$ cat config.mk
export PLATFORM = sky130hd
export DESIGN_NAME = ip_hdr_rx_check_flat
export DESIGN_NICKNAME = d
export VERILOG_FILES = /design/src/rtl/ip_pkg.sv /design/src/rtl/ip_hdr_rx_check_if.sv /design/src/rtl/ip_hdr_rx_check_ones_comp_acc.sv /design/src/rtl/ip_hdr_rx_check.sv /design/src/flat_wrapper.sv
export SDC_FILE = /design/constraint.sdc
export NUM_CORES = 1
export LEC_CHECK = 0
export CAP_MARGIN = 20
export CORE_ASPECT_RATIO = 1.1
export CORE_MARGIN = 3
export CORE_UTILIZATION = 48
export DETAILED_ROUTE_END_ITERATION = 6
export PLACE_DENSITY = 0.77
export SLEW_MARGIN = 30
export SYNTH_ARGS = -nofsm -noshare
export SYNTH_HDL_FRONTEND = slang
export SYNTH_SLANG_ARGS = --single-unit
$ cat constraint.sdc
create_clock -name clk -period 5.6 [get_ports clk]
set_input_delay 1.68 -clock clk [delete_from_list [all_inputs] [get_ports clk]]
set_output_delay 1.68 -clock clk [all_outputs]
set_load 0.02 [all_outputs]
$ cat src/rtl/ip_pkg.sv
// Shared IPv4 definitions: header byte offsets, error/state encodings and the
// ones-complement add used by both the RX checker and the TX checksum generator.
package ip_pkg;

  localparam logic [3:0]  IP_VER      = 4'd4;
  localparam logic [3:0]  IHL_MIN     = 4'd5;

  localparam logic [15:0] OFF_TOT_LEN = 16'd2;
  localparam logic [15:0] OFF_ID      = 16'd4;
  localparam logic [15:0] OFF_FRAG    = 16'd6;
  localparam logic [15:0] OFF_TTL     = 16'd8;
  localparam logic [15:0] OFF_PROTO   = 16'd9;
  localparam logic [15:0] OFF_CSUM    = 16'd10;
  localparam logic [15:0] OFF_SRC_IP  = 16'd12;
  localparam logic [15:0] OFF_DST_IP  = 16'd16;

  typedef enum logic [2:0] {
    ERR_OK     = 3'd0,
    ERR_VER    = 3'd1,
    ERR_IHL    = 3'd2,
    ERR_CSUM   = 3'd3,
    ERR_SHORT  = 3'd4,
    ERR_TOTLEN = 3'd5,
    ERR_DST    = 3'd6
  } err_e;

  typedef enum logic [1:0] {
    ST_IDLE = 2'd0,
    ST_HDR  = 2'd1,
    ST_PAY  = 2'd2,
    ST_DROP = 2'd3
  } state_e;

  // End-around carry folded once; a single fold can never overflow 16 bits.
  function automatic logic [15:0] oc_add16(input logic [15:0] a, input logic [15:0] b);
    logic [16:0] s;
    s = {1'b0, a} + {1'b0, b};
    return s[15:0] + {15'd0, s[16]};
  endfunction

endpackage

$ cat src/rtl/ip_hdr_rx_check_if.sv
// Byte stream into the header checker and payload stream out towards UDP.
interface ip_hdr_rx_check_if;
  logic [7:0] in_data;
  logic       in_valid;
  logic       in_sop;
  logic       in_eop;
  logic [7:0] pay_data;
  logic       pay_valid;
  logic       pay_last;

  modport master (
    output in_data, in_valid, in_sop, in_eop,
    input  pay_data, pay_valid, pay_last
  );

  modport slave (
    input  in_data, in_valid, in_sop, in_eop,
    output pay_data, pay_valid, pay_last
  );
endinterface

$ cat src/rtl/ip_hdr_rx_check_ones_comp_acc.sv
// 16-bit ones-complement accumulator. sum reflects this cycle's clear/add so a
// verdict can be formed in the same cycle as the final header word.
module ones_comp_acc
  import ip_pkg::*;
(
  input  logic        clk,
  input  logic        rst,
  input  logic        clr,
  input  logic        add,
  input  logic [15:0] word,
  output logic [15:0] sum
);

  logic [15:0] sum_q;
  logic [15:0] sum_d;

  always_comb begin
    sum_d = sum_q;
    if (clr) begin
      sum_d = 16'h0000;
    end else if (add) begin
      sum_d = oc_add16(sum_q, word);
    end else begin
      sum_d = sum_q;
    end
  end

  always_ff @(posedge clk) begin
    if (rst) begin
      sum_q <= 16'h0000;
    end else begin
      sum_q <= sum_d;
    end
  end

  assign sum = sum_d;

endmodule

$ cat src/rtl/ip_hdr_rx_check.sv
// IPv4 RX header parser and checksum verifier; forwards payload trimmed to tot_len.
// Build option IP_DST_FILTER_EN drops datagrams whose dst_ip differs from LOCAL_IP.
module ip_hdr_rx_check
  import ip_pkg::*;
#(
  parameter logic [31:0] LOCAL_IP = 32'hc0a80002
) (
  input  logic             clk,
  input  logic             rst,
  ip_hdr_rx_check_if.slave rx,
  output logic             hdr_done,
  output logic             hdr_ok,
  output logic [2:0]       err_code,
  output logic [3:0]       ver,
  output logic [3:0]       hdr_len,
  output logic [15:0]      tot_len,
  output logic [15:0]      id,
  output logic [15:0]      offset,
  output logic [15:0]      rx_check_sum,
  output logic [7:0]       ttl,
  output logic [7:0]       protocol,
  output logic [31:0]      src_ip,
  output logic [31:0]      dst_ip
);

  state_e      state_q,    state_d;
  logic [15:0] cnt_q,      cnt_d;
  logic [7:0]  hi_q,       hi_d;
  logic [3:0]  ver_q,      ver_d;
  logic [3:0]  hdr_len_q,  hdr_len_d;
  logic [15:0] tot_len_q,  tot_len_d;
  logic [15:0] id_q,       id_d;
  logic [15:0] offset_q,   offset_d;
  logic [15:0] csum_q,     csum_d;
  logic [7:0]  ttl_q,      ttl_d;
  logic [7:0]  proto_q,    proto_d;
  logic [31:0] src_ip_q,   src_ip_d;
  logic [31:0] dst_ip_q,   dst_ip_d;
  logic        hdr_done_q, hdr_done_d;
  logic        hdr_ok_q,   hdr_ok_d;
  err_e        err_q,      err_d;
  logic [7:0]  pay_data_q, pay_data_d;
  logic        pay_valid_q, pay_valid_d;
  logic        pay_last_q, pay_last_d;

  logic        acc_clr_s;
  logic        acc_add_s;
  logic [15:0] acc_sum_s;
  logic [15:0] hdr_bytes_s;
  logic        last_hdr_s;
  logic        dst_bad_s;
  err_e        verdict_s;

  ones_comp_acc u_acc (
    .clk  (clk),
    .rst  (rst),
    .clr  (acc_clr_s),
    .add  (acc_add_s),
    .word ({hi_q, rx.in_data}),
    .sum  (acc_sum_s)
  );

  assign hdr_bytes_s = {10'd0, hdr_len_q, 2'b00};
  assign last_hdr_s  = (cnt_q == (hdr_bytes_s - 16'd1));

`ifdef IP_DST_FILTER_EN
  logic [31:0] dst_now_s;
  // With a 20-byte header the last dst byte is still on the bus at verdict time.
  assign dst_now_s = (cnt_q == (OFF_DST_IP + 16'd3)) ? {dst_ip_q[23:0], rx.in_data} : dst_ip_q;
  assign dst_bad_s = (dst_now_s != LOCAL_IP);
`else
  logic unused_local_ip_s;
  assign unused_local_ip_s = ^LOCAL_IP;
  assign dst_bad_s         = 1'b0;
`endif

  always_comb begin
    verdict_s = ERR_OK;
    if (tot_len_q < hdr_bytes_s) begin
      verdict_s = ERR_TOTLEN;
    end else if (acc_sum_s != 16'hFFFF) begin
      verdict_s = ERR_CSUM;
    end else if (dst_bad_s) begin
      verdict_s = ERR_DST;
    end else begin
      verdict_s = ERR_OK;
    end
  end

  always_comb begin
    state_d     = state_q;
    cnt_d       = cnt_q;
    hi_d        = hi_q;
    ver_d       = ver_q;
    hdr_len_d   = hdr_len_q;
    tot_len_d   = tot_len_q;
    id_d        = id_q;
    offset_d    = offset_q;
    csum_d      = csum_q;
    ttl_d       = ttl_q;
    proto_d     = proto_q;
    src_ip_d    = src_ip_q;
    dst_ip_d    = dst_ip_q;
    hdr_done_d  = 1'b0;
    hdr_ok_d    = hdr_ok_q;
    err_d       = err_q;
    pay_data_d  = pay_data_q;
    pay_valid_d = 1'b0;
    pay_last_d  = 1'b0;
    acc_clr_s   = 1'b0;
    acc_add_s   = 1'b0;

    // A start-of-datagram byte restarts parsing from any state.
    if (rx.in_valid && rx.in_sop) begin
      cnt_d     = 16'd1;
      hi_d      = rx.in_data;
      ver_d     = rx.in_data[7:4];
      hdr_len_d = rx.in_data[3:0];
      acc_clr_s = 1'b1;
      hdr_ok_d  = 1'b0;
      err_d     = ERR_OK;
      if (rx.in_data[7:4] != IP_VER) begin
        hdr_done_d = 1'b1;
        err_d      = ERR_VER;
        state_d    = rx.in_eop ? ST_IDLE : ST_DROP;
      end else if (rx.in_data[3:0] < IHL_MIN) begin
        hdr_done_d = 1'b1;
        err_d      = ERR_IHL;
        state_d    = rx.in_eop ? ST_IDLE : ST_DROP;
      end else if (rx.in_eop) begin
        hdr_done_d = 1'b1;
        err_d      = ERR_SHORT;
        state_d    = ST_IDLE;
      end else begin
        state_d = ST_HDR;
      end
    end else if (rx.in_valid) begin
      case (state_q)
        ST_HDR: begin
          cnt_d = cnt_q + 16'd1;
          if (cnt_q[0]) begin
            acc_add_s = 1'b1;
          end else begin
            hi_d = rx.in_data;
          end
          case (cnt_q)
            OFF_TOT_LEN:                   tot_len_d[15:8] = rx.in_data;
            OFF_TOT_LEN + 16'd1:           tot_len_d[7:0]  = rx.in_data;
            OFF_ID:                        id_d[15:8]      = rx.in_data;
            OFF_ID + 16'd1:                id_d[7:0]       = rx.in_data;
            OFF_FRAG:                      offset_d[15:8]  = rx.in_data;
            OFF_FRAG + 16'd1:              offset_d[7:0]   = rx.in_data;
            OFF_TTL:                       ttl_d           = rx.in_data;
            OFF_PROTO:                     proto_d         = rx.in_data;
            OFF_CSUM:                      csum_d[15:8]    = rx.in_data;
            OFF_CSUM + 16'd1:              csum_d[7:0]     = rx.in_data;
            OFF_SRC_IP, OFF_SRC_IP + 16'd1,
            OFF_SRC_IP + 16'd2, OFF_SRC_IP + 16'd3:
                                           src_ip_d = {src_ip_q[23:0], rx.in_data};
            OFF_DST_IP, OFF_DST_IP + 16'd1,
            OFF_DST_IP + 16'd2, OFF_DST_IP + 16'd3:
                                           dst_ip_d = {dst_ip_q[23:0], rx.in_data};
            default: begin
            end
          endcase
          if (last_hdr_s) begin
            hdr_done_d = 1'b1;
            err_d      = verdict_s;
            hdr_ok_d   = (verdict_s == ERR_OK);
            if (verdict_s != ERR_OK) begin
              state_d = rx.in_eop ? ST_IDLE : ST_DROP;
            end else if (rx.in_eop || (tot_len_q == hdr_bytes_s)) begin
              state_d = ST_IDLE;
            end else begin
              state_d = ST_PAY;
            end
          end else if (rx.in_eop) begin
            hdr_done_d = 1'b1;
            err_d      = ERR_SHORT;
            state_d    = ST_IDLE;
          end else begin
            state_d = ST_HDR;
          end
        end
        ST_PAY: begin
          cnt_d       = cnt_q + 16'd1;
          pay_valid_d = 1'b1;
          pay_data_d  = rx.in_data;
          if (rx.in_eop || (cnt_q == (tot_len_q - 16'd1))) begin
            pay_last_d = 1'b1;
            state_d    = ST_IDLE;
          end else begin
            state_d = ST_PAY;
          end
        end
        ST_DROP: begin
          state_d = rx.in_eop ? ST_IDLE : ST_DROP;
        end
        ST_IDLE: begin
          state_d = ST_IDLE;
        end
        default: begin
          state_d = ST_IDLE;
        end
      endcase
    end else begin
      state_d = state_q;
    end
  end

  always_ff @(posedge clk) begin
    if (rst) begin
      state_q     <= ST_IDLE;
      cnt_q       <= 16'd0;
      hi_q        <= 8'd0;
      ver_q       <= 4'd0;
      hdr_len_q   <= 4'd0;
      tot_len_q   <= 16'd0;
      id_q        <= 16'd0;
      offset_q    <= 16'd0;
      csum_q      <= 16'd0;
      ttl_q       <= 8'd0;
      proto_q     <= 8'd0;
      src_ip_q    <= 32'd0;
      dst_ip_q    <= 32'd0;
      hdr_done_q  <= 1'b0;
      hdr_ok_q    <= 1'b0;
      err_q       <= ERR_OK;
      pay_data_q  <= 8'd0;
      pay_valid_q <= 1'b0;
      pay_last_q  <= 1'b0;
    end else begin
      state_q     <= state_d;
      cnt_q       <= cnt_d;
      hi_q        <= hi_d;
      ver_q       <= ver_d;
      hdr_len_q   <= hdr_len_d;
      tot_len_q   <= tot_len_d;
      id_q        <= id_d;
      offset_q    <= offset_d;
      csum_q      <= csum_d;
      ttl_q       <= ttl_d;
      proto_q     <= proto_d;
      src_ip_q    <= src_ip_d;
      dst_ip_q    <= dst_ip_d;
      hdr_done_q  <= hdr_done_d;
      hdr_ok_q    <= hdr_ok_d;
      err_q       <= err_d;
      pay_data_q  <= pay_data_d;
      pay_valid_q <= pay_valid_d;
      pay_last_q  <= pay_last_d;
    end
  end

  assign hdr_done     = hdr_done_q;
  assign hdr_ok       = hdr_ok_q;
  assign err_code     = err_q;
  assign ver          = ver_q;
  assign hdr_len      = hdr_len_q;
  assign tot_len      = tot_len_q;
  assign id           = id_q;
  assign offset       = offset_q;
  assign rx_check_sum = csum_q;
  assign ttl          = ttl_q;
  assign protocol     = proto_q;
  assign src_ip       = src_ip_q;
  assign dst_ip       = dst_ip_q;
  assign rx.pay_data  = pay_data_q;
  assign rx.pay_valid = pay_valid_q;
  assign rx.pay_last  = pay_last_q;

endmodule

$ cat src/flat_wrapper.sv
// flat-port wrapper written by rule: the top's interface ports become plain ports
module ip_hdr_rx_check_flat import ip_pkg::*;
#(
  parameter logic [31:0] LOCAL_IP = 32'hc0a80002
)
  (clk, rst, hdr_done, hdr_ok, err_code, ver, hdr_len, tot_len, id, offset, rx_check_sum, ttl, protocol, src_ip, dst_ip, rx_in_data, rx_in_valid, rx_in_sop, rx_in_eop, rx_pay_data, rx_pay_valid, rx_pay_last);
  ip_hdr_rx_check_if rx_i ();
  input  logic clk;
  input  logic rst;
  output logic hdr_done;
  output logic hdr_ok;
  output logic [2:0] err_code;
  output logic [3:0] ver;
  output logic [3:0] hdr_len;
  output logic [15:0] tot_len;
  output logic [15:0] id;
  output logic [15:0] offset;
  output logic [15:0] rx_check_sum;
  output logic [7:0] ttl;
  output logic [7:0] protocol;
  output logic [31:0] src_ip;
  output logic [31:0] dst_ip;
  input wire logic [$bits(rx_i.in_data)-1:0] rx_in_data;
  input wire logic [$bits(rx_i.in_valid)-1:0] rx_in_valid;
  input wire logic [$bits(rx_i.in_sop)-1:0] rx_in_sop;
  input wire logic [$bits(rx_i.in_eop)-1:0] rx_in_eop;
  output wire logic [$bits(rx_i.pay_data)-1:0] rx_pay_data;
  output wire logic [$bits(rx_i.pay_valid)-1:0] rx_pay_valid;
  output wire logic [$bits(rx_i.pay_last)-1:0] rx_pay_last;
  assign rx_i.in_data = rx_in_data;
  assign rx_i.in_valid = rx_in_valid;
  assign rx_i.in_sop = rx_in_sop;
  assign rx_i.in_eop = rx_in_eop;
  assign rx_pay_data = rx_i.pay_data;
  assign rx_pay_valid = rx_i.pay_valid;
  assign rx_pay_last = rx_i.pay_last;
  ip_hdr_rx_check #(.LOCAL_IP(LOCAL_IP)) u_core (.clk(clk), .rst(rst), .rx(rx_i), .hdr_done(hdr_done), .hdr_ok(hdr_ok), .err_code(err_code), .ver(ver), .hdr_len(hdr_len), .tot_len(tot_len), .id(id), .offset(offset), .rx_check_sum(rx_check_sum), .ttl(ttl), .protocol(protocol), .src_ip(src_ip), .dst_ip(dst_ip));
endmodule
Yosys cells after proc, flatten, opt, wreduce, memory -nomap -nowiden:

Cells that the tools add are included.
W data, S select, Z words.

* register bits: 209
* input port bits: 13

* add/sub/neg operators: 5
* bitwise logic cells: 3
* eq/ne operators: 27
* reductions and logical operators: 34
* mux-type cells: 44
* order comparisons: 2

Operators with widths (count)
* $eq A16 B4 Y1 const B: 8
* $eq A16 B3 Y1 const B: 4
* $eq A16 B5 Y1 const B: 4
* $reduce_and A4 Y1: 12
* $eq A16 B16 Y1: 2
* $eq A16 B2 Y1 const B: 2
* $mux W16: 2
* $mux W8: 4
* $mux W3: 9
* $mux W2: 10
* $mux W1: 18
* $add A16 B16 Y17: 1
* $add A16 B1 Y16: 1
* $add A16 B1 Y16 const B: 1
* $eq A16 B6 Y1: 1
* $lt A16 B6 Y1: 1
* $ne A16 B16 Y1 const B: 1
* $sub A16 B1 Y16 const B: 1
* $reduce_and A3 Y1: 4
* $reduce_or A4 Y1: 3
* $pmux W2 S4: 1
* $sub A6 B1 Y7 const B: 1
* $reduce_bool A2 Y1: 3
* $reduce_bool A3 Y1: 2
* other kinds (13): 19

Logic depth before layout (Yosys ltp):

Gate-level depths: netlist of the first run.

* depth in word-level cells: 15
* gate-level depth with buffers: 19
* depth with buffers taken out: 19

Cells and area by module:

A second synthesis of the first run with hierarchy kept.

* cells, all modules: 1102
* area total of the unflattened synthesis: 10103.4 sq um

By module, submodules not included
* ip_hdr_rx_check: sequential area each 3863.7 sq um, area each 8157.8 sq um, instances 1, cells an instance 850
* ones_comp_acc: sequential area each 320.3 sq um, area each 1945.6 sq um, instances 1, cells an instance 252

Least setup slack after synthesis of the first run:

OpenSTA, ideal clock, no wires.

* path type: input to register
* start: input port rx_in_data[1]
* end: register u_core.err_q[0], in the netlist u_core.err_code[0]
* path slack: 197 ps
* stages on the path: 19
* path buffers: 1
* arrival time: 5268 ps
* data required time: 5465 ps
* path through: clkbuf_1 > inv_1 > fa_1 > nand2b_1 > a211oi_2 > o21ba_2 > o31a_1 > nand2_1 > nand2_1 > a21o_1 > ha_1 > ha_1 > nand4_1 > nor4_4 > xnor2_1 > nor2_1 > or3_1 > nor4_4 > a211oi_1

* longest elaborated chain between the ends: 11
* elaborated cells between the ends (all ways): 14

Ends and longest elaborated chain
* start: declaration: line flat_wrapper.sv:23 `input wire logic [$bits(rx_i.in_data)-1:0] rx_in_data;`
* $add A16 B16 Y17: line ip_pkg.sv:37 `s = {1'b0, a} + {1'b0, b};`
* $add A16 B1 Y16: line ip_pkg.sv:38 `return s[15:0] + {15'd0, s[16]};`
* $mux W16: line ip_hdr_rx_check_ones_comp_acc.sv:21 `end else if (add) begin`
* $mux W16: line ip_hdr_rx_check_ones_comp_acc.sv:19 `if (clr) begin`
* $ne A16 B16 Y1: line ip_hdr_rx_check.sv:81 `end else if (acc_sum_s != 16'hFFFF) begin`
* $mux W2: line ip_hdr_rx_check.sv:81
* $mux W3: line ip_hdr_rx_check.sv:79 `if (tot_len_q < hdr_bytes_s) begin`
* $mux W3: line ip_hdr_rx_check.sv:166 `if (last_hdr_s) begin`
* $mux W3: line ip_hdr_rx_check.sv:138 `case (state_q)`
* $mux W3: line ip_hdr_rx_check.sv:137 `end else if (rx.in_valid) begin`
* $mux W3 (*): line ip_hdr_rx_check.sv:114 `if (rx.in_valid && rx.in_sop) begin`
* end signal: assignment: line ip_hdr_rx_check.sv:248 `err_q <= err_d;`
* end: declaration: line ip_hdr_rx_check.sv:41 `err_e err_q, err_d;`

Mark *: on every way between the ends. The rest lies on a longest branch, timed or not. The select of a mux whose other input is x is not followed.
A chain may end at the register's enable or synchronous reset.

Worst setup path after layout of the first run:

* start: input port rx_in_data[1]
* end: register u_core.err_q[1], in the netlist u_core.err_code[1]

Same word-level chain as after synthesis.

==> flow_metrics.env, run 1 <==
export IMPL_hold_depth=2
export IMPL_clock_latency_ns=0.52
export IMPL_worst_clock_skew_ns=0.0109
export IMPL_holdBufCountCts=0
export IMPL_irDropWorstVdd_uv=232
export IMPL_maxSlewHeadroom=0.383
export IMPL_netlist_instances=1185
export IMPL_io_pins=180
export IMPL_grt_total_usage=0.248
export IMPL_hold_class="flop to flop"
export IMPL_via_per_inst=5.50
export IMPL_antenna_found_initial=1
export IMPL_dieWidth_um=143
export IMPL_htreeDepth=1
export IMPL_fin_crit_ns=5.35
export IMPL_yosys_warnings=0
export IMPL_first_global_vias=8555
export IMPL_power_mw=3.11
export IMPL_drc=0
export IMPL_hold_start="u_core.dst_ip[30]"
export IMPL_syn_to_final_growth_pct=28.8
export IMPL_grt_setup_unrepaired="no"
export IMPL_synth_cell_types=71
export IMPL_r2r_start="u_core.u_acc.sum_q[0]"
export IMPL_grt_max_degree=100
export IMPL_drt_iter0_drc=457
export IMPL_die_area_um2=22400
export IMPL_drive_gt1_frac=0.0799
export IMPL_rr_endpoint="u_core.err_code[1]"
export IMPL_cp_arrival_ns=5.72
export IMPL_coreArea_um2=20100
export IMPL_clock_path_buffers=3
export IMPL_wire_per_inst_um=17.9
export IMPL_setup_worst_path_end_class="flop"
export IMPL_ys_ff_latch=209
export IMPL_cts_sinks=209
export IMPL_start_kind="input port"
export IMPL_outcome="complete, no violations"
export IMPL_synth_edf_count=0
export IMPL_yosys_area_top_type_share=0.422
export IMPL_syn_area_um2=9930
export IMPL_cts_root_buf="clkbuf_16"
export IMPL_powerDensity_nw_per_um2=243
export IMPL_setup_viol=0
export IMPL_async_flop_share=0
export IMPL_fin_crit_sh=0.955
export IMPL_grt_pass1_wl_um=45200
export IMPL_synth_area_leaders="dfxtp_1, mux2i_1, nand2_1"
export IMPL_synth_area_leader_cell="dfxtp_1"
export IMPL_routed_wl_um=29000
export IMPL_fmax_mhz=187
export IMPL_path_clk_slew_ns=0.06
export IMPL_cp_max_fo=4
export IMPL_ff2ff_setup_slack_ns=1.41
export IMPL_drtAntennaViolNets=0
export IMPL_synth_most_common_cell="dfxtp_1"
export IMPL_cts_buffers=22
export IMPL_overflow=0
export IMPL_synth_fp_nets=1232
export IMPL_gp_congestion=0.905
export IMPL_synthFlopType="dfxtp_1"
export IMPL_holdPathEnd="u_core.dst_ip[30]"
export IMPL_cap_violations=0
export IMPL_drtPass1Iterations=5
export IMPL_maxSlewViolCount=0
export IMPL_routed_via_count=8896
export IMPL_tightest_slew_ns=0.925
export IMPL_dp_hpwl_um=19500
export IMPL_rows=54
export IMPL_fin_cells=1617
export IMPL_path_class="input port to flop"
export IMPL_p_leak_nw=4.59
export IMPL_cts_tree="done"
export IMPL_hold_violations=0
export IMPL_nets=1395
export IMPL_worstRegToRegCells=19
export IMPL_synth_common_cells="dfxtp_1, nand2_1, nor2_1"
export IMPL_avgSynthCellArea_um2=8.38
export IMPL_dp_cells=1572
export IMPL_die_h_um=157
export IMPL_initial_utilization=0.495
export IMPL_yosysSeqAreaShare=0.422
export IMPL_io_buffers=179
export IMPL_crit_required_ns=5.97
-- registers in the layout, indices dropped and copies added, names as in the netlist, 16 cells and up --
register / flops
u_core.src_ip: 32
u_core.rx_check_sum: 16
u_core.offset: 16
u_core.tot_len: 16
u_core.u_acc.sum_q: 16
u_core.cnt_q: 16
u_core.dst_ip: 32
u_core.id: 16
-- worst max-delay path: stages --
cell and delay (ns):
clkdlybuf4s50_1 0.48, inv_1 0.08, fa_2 0.40, nand2b_4 0.16, a211oi_4 0.28, o21ba_4 0.17
o31a_1 0.15, nand2_1 0.06, nand2_1 0.07, a21o_1 0.13, ha_2 0.18, ha_2 0.18
nand4_1 0.16, nor4_4 0.38, xnor2_1 0.16, nor2_1 0.07, or3_4 0.43, nor4_4 0.36
o22ai_1 0.14
-- placed cells by master, fill, tap and decap left out, drive strengths merged, types with 5 or more instances in the layout --
| master | count |
|---|---|
| a211oi | 5 |
| a21boi | 5 |
| a21oi | 110 |
| and2 | 12 |
| and3 | 11 |
| buf | 40 |
| clkbuf | 32 |
| clkdlybuf4s50 | 177 |
| clkinv | 7 |
| dfxtp | 209 |
| ha | 33 |
| inv | 21 |
| mux2i | 92 |
| nand2 | 195 |
| nand2b | 9 |
| nand3 | 24 |
| nand3b | 5 |
| nand4 | 9 |
| nor2 | 160 |
| nor2b | 6 |
| nor3 | 10 |
| nor4 | 17 |
| o211ai | 7 |
| o21ai | 33 |
| or3 | 12 |
| xnor2 | 29 |
| xor2 | 30 |
-- cells by family (layout without fill, tap and decap cells) --
| group | Yosys count | count (layout) | share of synthesized area |
|---|---|---|---|
| muxes | 93 | 93 | 0.0943 |
| DFF | 209 | 209 | 0.422 |
| AOI/OAI and AO/OA | 205 | 205 | 0.127 |
| adders and majority gates | 34 | 34 | 0.0436 |
| xor gates and xnor gates | 59 | 59 | 0.0521 |
| and+or+nand+nor | 485 | 485 | 0.223 |
| buffers and inverters | 100 | 279 | 0.0392 |
| other | 0 | 1 | 0 |
-- through the flow --
step	setup TNS (ns)	area [um^2]	hold WS [ns]	utilization	worst slack [ns]
2_1_floorplan	0	9930	0.459	-	0.197
3_3_place_gp	-0.798	12000	0.442	0.598	-0.191
3_5_place_dp	-1.17	12000	0.446	0.598	-0.285
4_1_cts	0	12700	0.455	0.632	0.245
5_1_grt	0	12800	0.472	0.637	0.0454
6_report	0	12800	0.453	0.637	0.253
-- final cells by class --
| class | count | area [um^2] |
|---|---|---|
| clock buffer | 32 | 638 |
| antenna | 1 | 2.50 |
| multi-input combinational | 876 | 5420 |
| timing repair buffer | 218 | 2090 |
| clock inverter | 8 | 57.6 |
| sequential | 209 | 4180 |
| tap | 252 | 315 |
| fill | 1708 | 7280 |
| inverter | 21 | 78.8 |
-- report_power, final --
part           total [mW]  switching [mW]  internal, mW
Combinational       0.192           0.129        0.0632
Clock                1.41           0.613         0.796
Sequential           1.51          0.0101          1.50
-- what timing repair did --
item                       CTS  global route
setup endpoints to repair    0             5
resized for setup            0            12
buffers inserted             0             4
-- worst max path at each step --
stage             startpoint            endpoint  slack, ns  depth (start not counted)
6_report       rx_in_data[1]  u_core.err_code[1]       0.25                         19
5_1_grt        rx_in_data[1]  u_core.err_code[1]       0.05                         19
4_1_cts        rx_in_data[0]   u_core.state_q[1]       0.24                         20
3_5_place_dp   rx_in_data[0]   u_core.state_q[1]      -0.29                         20
3_3_place_gp   rx_in_data[0]  u_core.err_code[0]      -0.19                         20
2_1_floorplan  rx_in_data[1]  u_core.err_code[0]       0.20                         19
-- routing by layer --
layer	GRT usage	share of wire	vias up	wire length (um)
met2	0.427	0.49	264	14100
met5	0	0	-	0
met4	0.0878	0.035	0	1020
met3	0.0471	0.061	57	1750
li1	-	-	4366	-
met1	0.311	0.42	4209	12000
Power figures use the tool's default switching activity.
==> run 2, diff against run 1 <==
CAP_MARGIN = 10   (was 20)
GPL_ROUTABILITY_DRIVEN = 0   (was default)
==> run 2 against run 1 <==
Net effect:
- cell count increased by 0.12%
- core utilization grew 0.77 points
- sequential power about the same
- die area did not move
- global-route usage barely moved
- critical path depth increased by 1
- critical path type unchanged
- highest routed layer is now met5
==> flow_metrics.env, run 2 (synthesis gave the netlist of run 1 again) <==
export IMPL_worst_clock_skew_ns=0.0158
export IMPL_cts_tree="done"
export IMPL_timing_critical_path_cells="clkdlybuf4s50_1, inv_1, fa_2, nand2b_4, a211oi_4, o21ba_4, o31a_1, nand2_1, nand2_1, a21o_1, ha_4, ha_4, nand4_1, nor4_4, buf_4, xnor2_1, nor2_1, or3_4, nor4_4, a211oi_2"
export IMPL_setup_worst_path_end_class="flop"
export IMPL_routed_wl_um=29000
export IMPL_cp_max_fo=4
export IMPL_fmax_mhz=184
export IMPL_fin_tns_setup_ns=0
export IMPL_cap_violations=0
export IMPL_cp_arrival_ns=5.78
export IMPL_routed_via_count=9029
export IMPL_nets=1398
export IMPL_holdBufCountCts=0
export IMPL_drtAntennaViolNets=0
export IMPL_maxSlewHeadroom=0.378
export IMPL_io_buffers=179
export IMPL_hold_start="u_core.dst_ip[29]"
export IMPL_io_pins=180
export IMPL_worst_path_largest_cell_delay_ns=0.48
export IMPL_n_fill_cell=1683
export IMPL_powerDensity_nw_per_um2=257
export IMPL_r2r_start="u_core.u_acc.sum_q[0]"
export IMPL_final_cell_mix="dfxtp_1, nand2_1, clkdlybuf4s50_1, nor2_1, a21oi_1"
export IMPL_wire_per_inst_um=17.9
export IMPL_irDropWorstVdd_uv=253
export IMPL_tightest_slew_ns=0.928
export IMPL_initial_utilization=0.495
export IMPL_drtPass1Iterations=7
export IMPL_path_clk_slew_ns=0.06
export IMPL_maxSlewViolCount=0
export IMPL_mostFrequentLayoutCell="dfxtp_1"
export IMPL_hold_class="flop to flop"
export IMPL_grt_max_degree=101
export IMPL_crit_required_ns=5.96
export IMPL_drive_gt1_frac=0.0827
export IMPL_drc=0
export IMPL_setup_viol=0
export IMPL_utilization=0.645
export IMPL_syn_to_final_growth_pct=30.4
export IMPL_cts_buffers=22
export IMPL_rows=54
export IMPL_path_class="input port to flop"
export IMPL_grt_pass1_wl_um=45300
export IMPL_first_global_vias=8716
export IMPL_coreArea_um2=20100
export IMPL_crit_family="simple AND/OR/NAND/NOR gates"
export IMPL_htreeDepth=1
export IMPL_clock_path_buffers=3
export IMPL_overflow=0
export IMPL_fin_crit_ns=5.42
export IMPL_p_leak_nw=4.67
export IMPL_start_kind="input port"
export IMPL_drt_iter0_drc=632
export IMPL_via_per_inst=5.58
export IMPL_cp_buffers_inverters=3
export IMPL_outcome="complete, no violations"
export IMPL_cts_sinks=209
export IMPL_cp_startpoint="rx_in_data[1]"
export IMPL_dieWidth_um=143
export IMPL_cts_root_buf="clkbuf_16"
export IMPL_grt_total_usage=0.248
export IMPL_fin_crit_sh=0.969
export IMPL_die_area_um2=22400
export IMPL_die_h_um=157
export IMPL_dp_hpwl_um=19500
export IMPL_clock_latency_ns=0.51
export IMPL_multi_input_area_um2=5430
export IMPL_cp_slowest_cell="clkdlybuf4s50_1"
export IMPL_diodes=0
export IMPL_antenna_found_initial=2
export IMPL_hold_violations=0
export IMPL_register_area_um2=4180
run 2: final timing paths:
check | endpoint | slack, ns | cells after the start
worst max-delay path | u_core.err_code[0] | 0.18 | 20
worst min-delay path | u_core.dst_ip[29] | 0.45 | 2
worst max register to register | u_core.err_code[0] | 1.30 | 20
worst min register to register | u_core.dst_ip[29] | 0.45 | 2
run 2: tightest hold or removal path: cells and delay by family, from the launching register on:
kind | cells | cell delay [ns]
compound gates | 1 | 0.05
simple gates | 1 | 0.05
flops | 1 | 0.31
run 2: per-stage QoR:
stage,area [um^2],instances,setup slack (ns),power [mW],hold WS [ns]
floorplan,9930,1185,0.197,1.65,0.459
global placement,12000,1574,-0.214,1.72,0.442
detailed placement,12000,1574,-0.347,1.73,0.446
CTS,12800,1614,0.164,3.34,0.454
global route,12900,1619,-0.0406,3.43,0.470
finish,12900,1619,0.176,3.32,0.452
run 2: cell type report:
cell class	count	area share
clock buffers	29	0.0493
clock inverters	11	0.0139
inverters	21	0.00609
multi-input cells	876	0.420
flip-flops and latches	209	0.323
well taps	252	0.0244
repair buffers	221	0.163
run 2: timing repair:
action                                  4_1_cts  5_1_grt
endpoints found under the setup margin        0        5
gates resized for setup                       0       13
setup buffers                                 0        5
run 2: power by group:
part           internal [mW]  total [mW]  switching, mW
sequential              1.50        1.51         0.0102
combinational         0.0647       0.195          0.131
clock                   1.03        1.62          0.590
run 2: metal layers:
layer | part of all wire | up-vias | global-route usage
li1 | - | 4372 | -
met1 | 0.41 | 4218 | 0.310
met2 | 0.47 | 333 | 0.406
met3 | 0.066 | 102 | 0.0529
met4 | 0.053 | 4 | 0.120
met5 | 0.00086 | - | 0
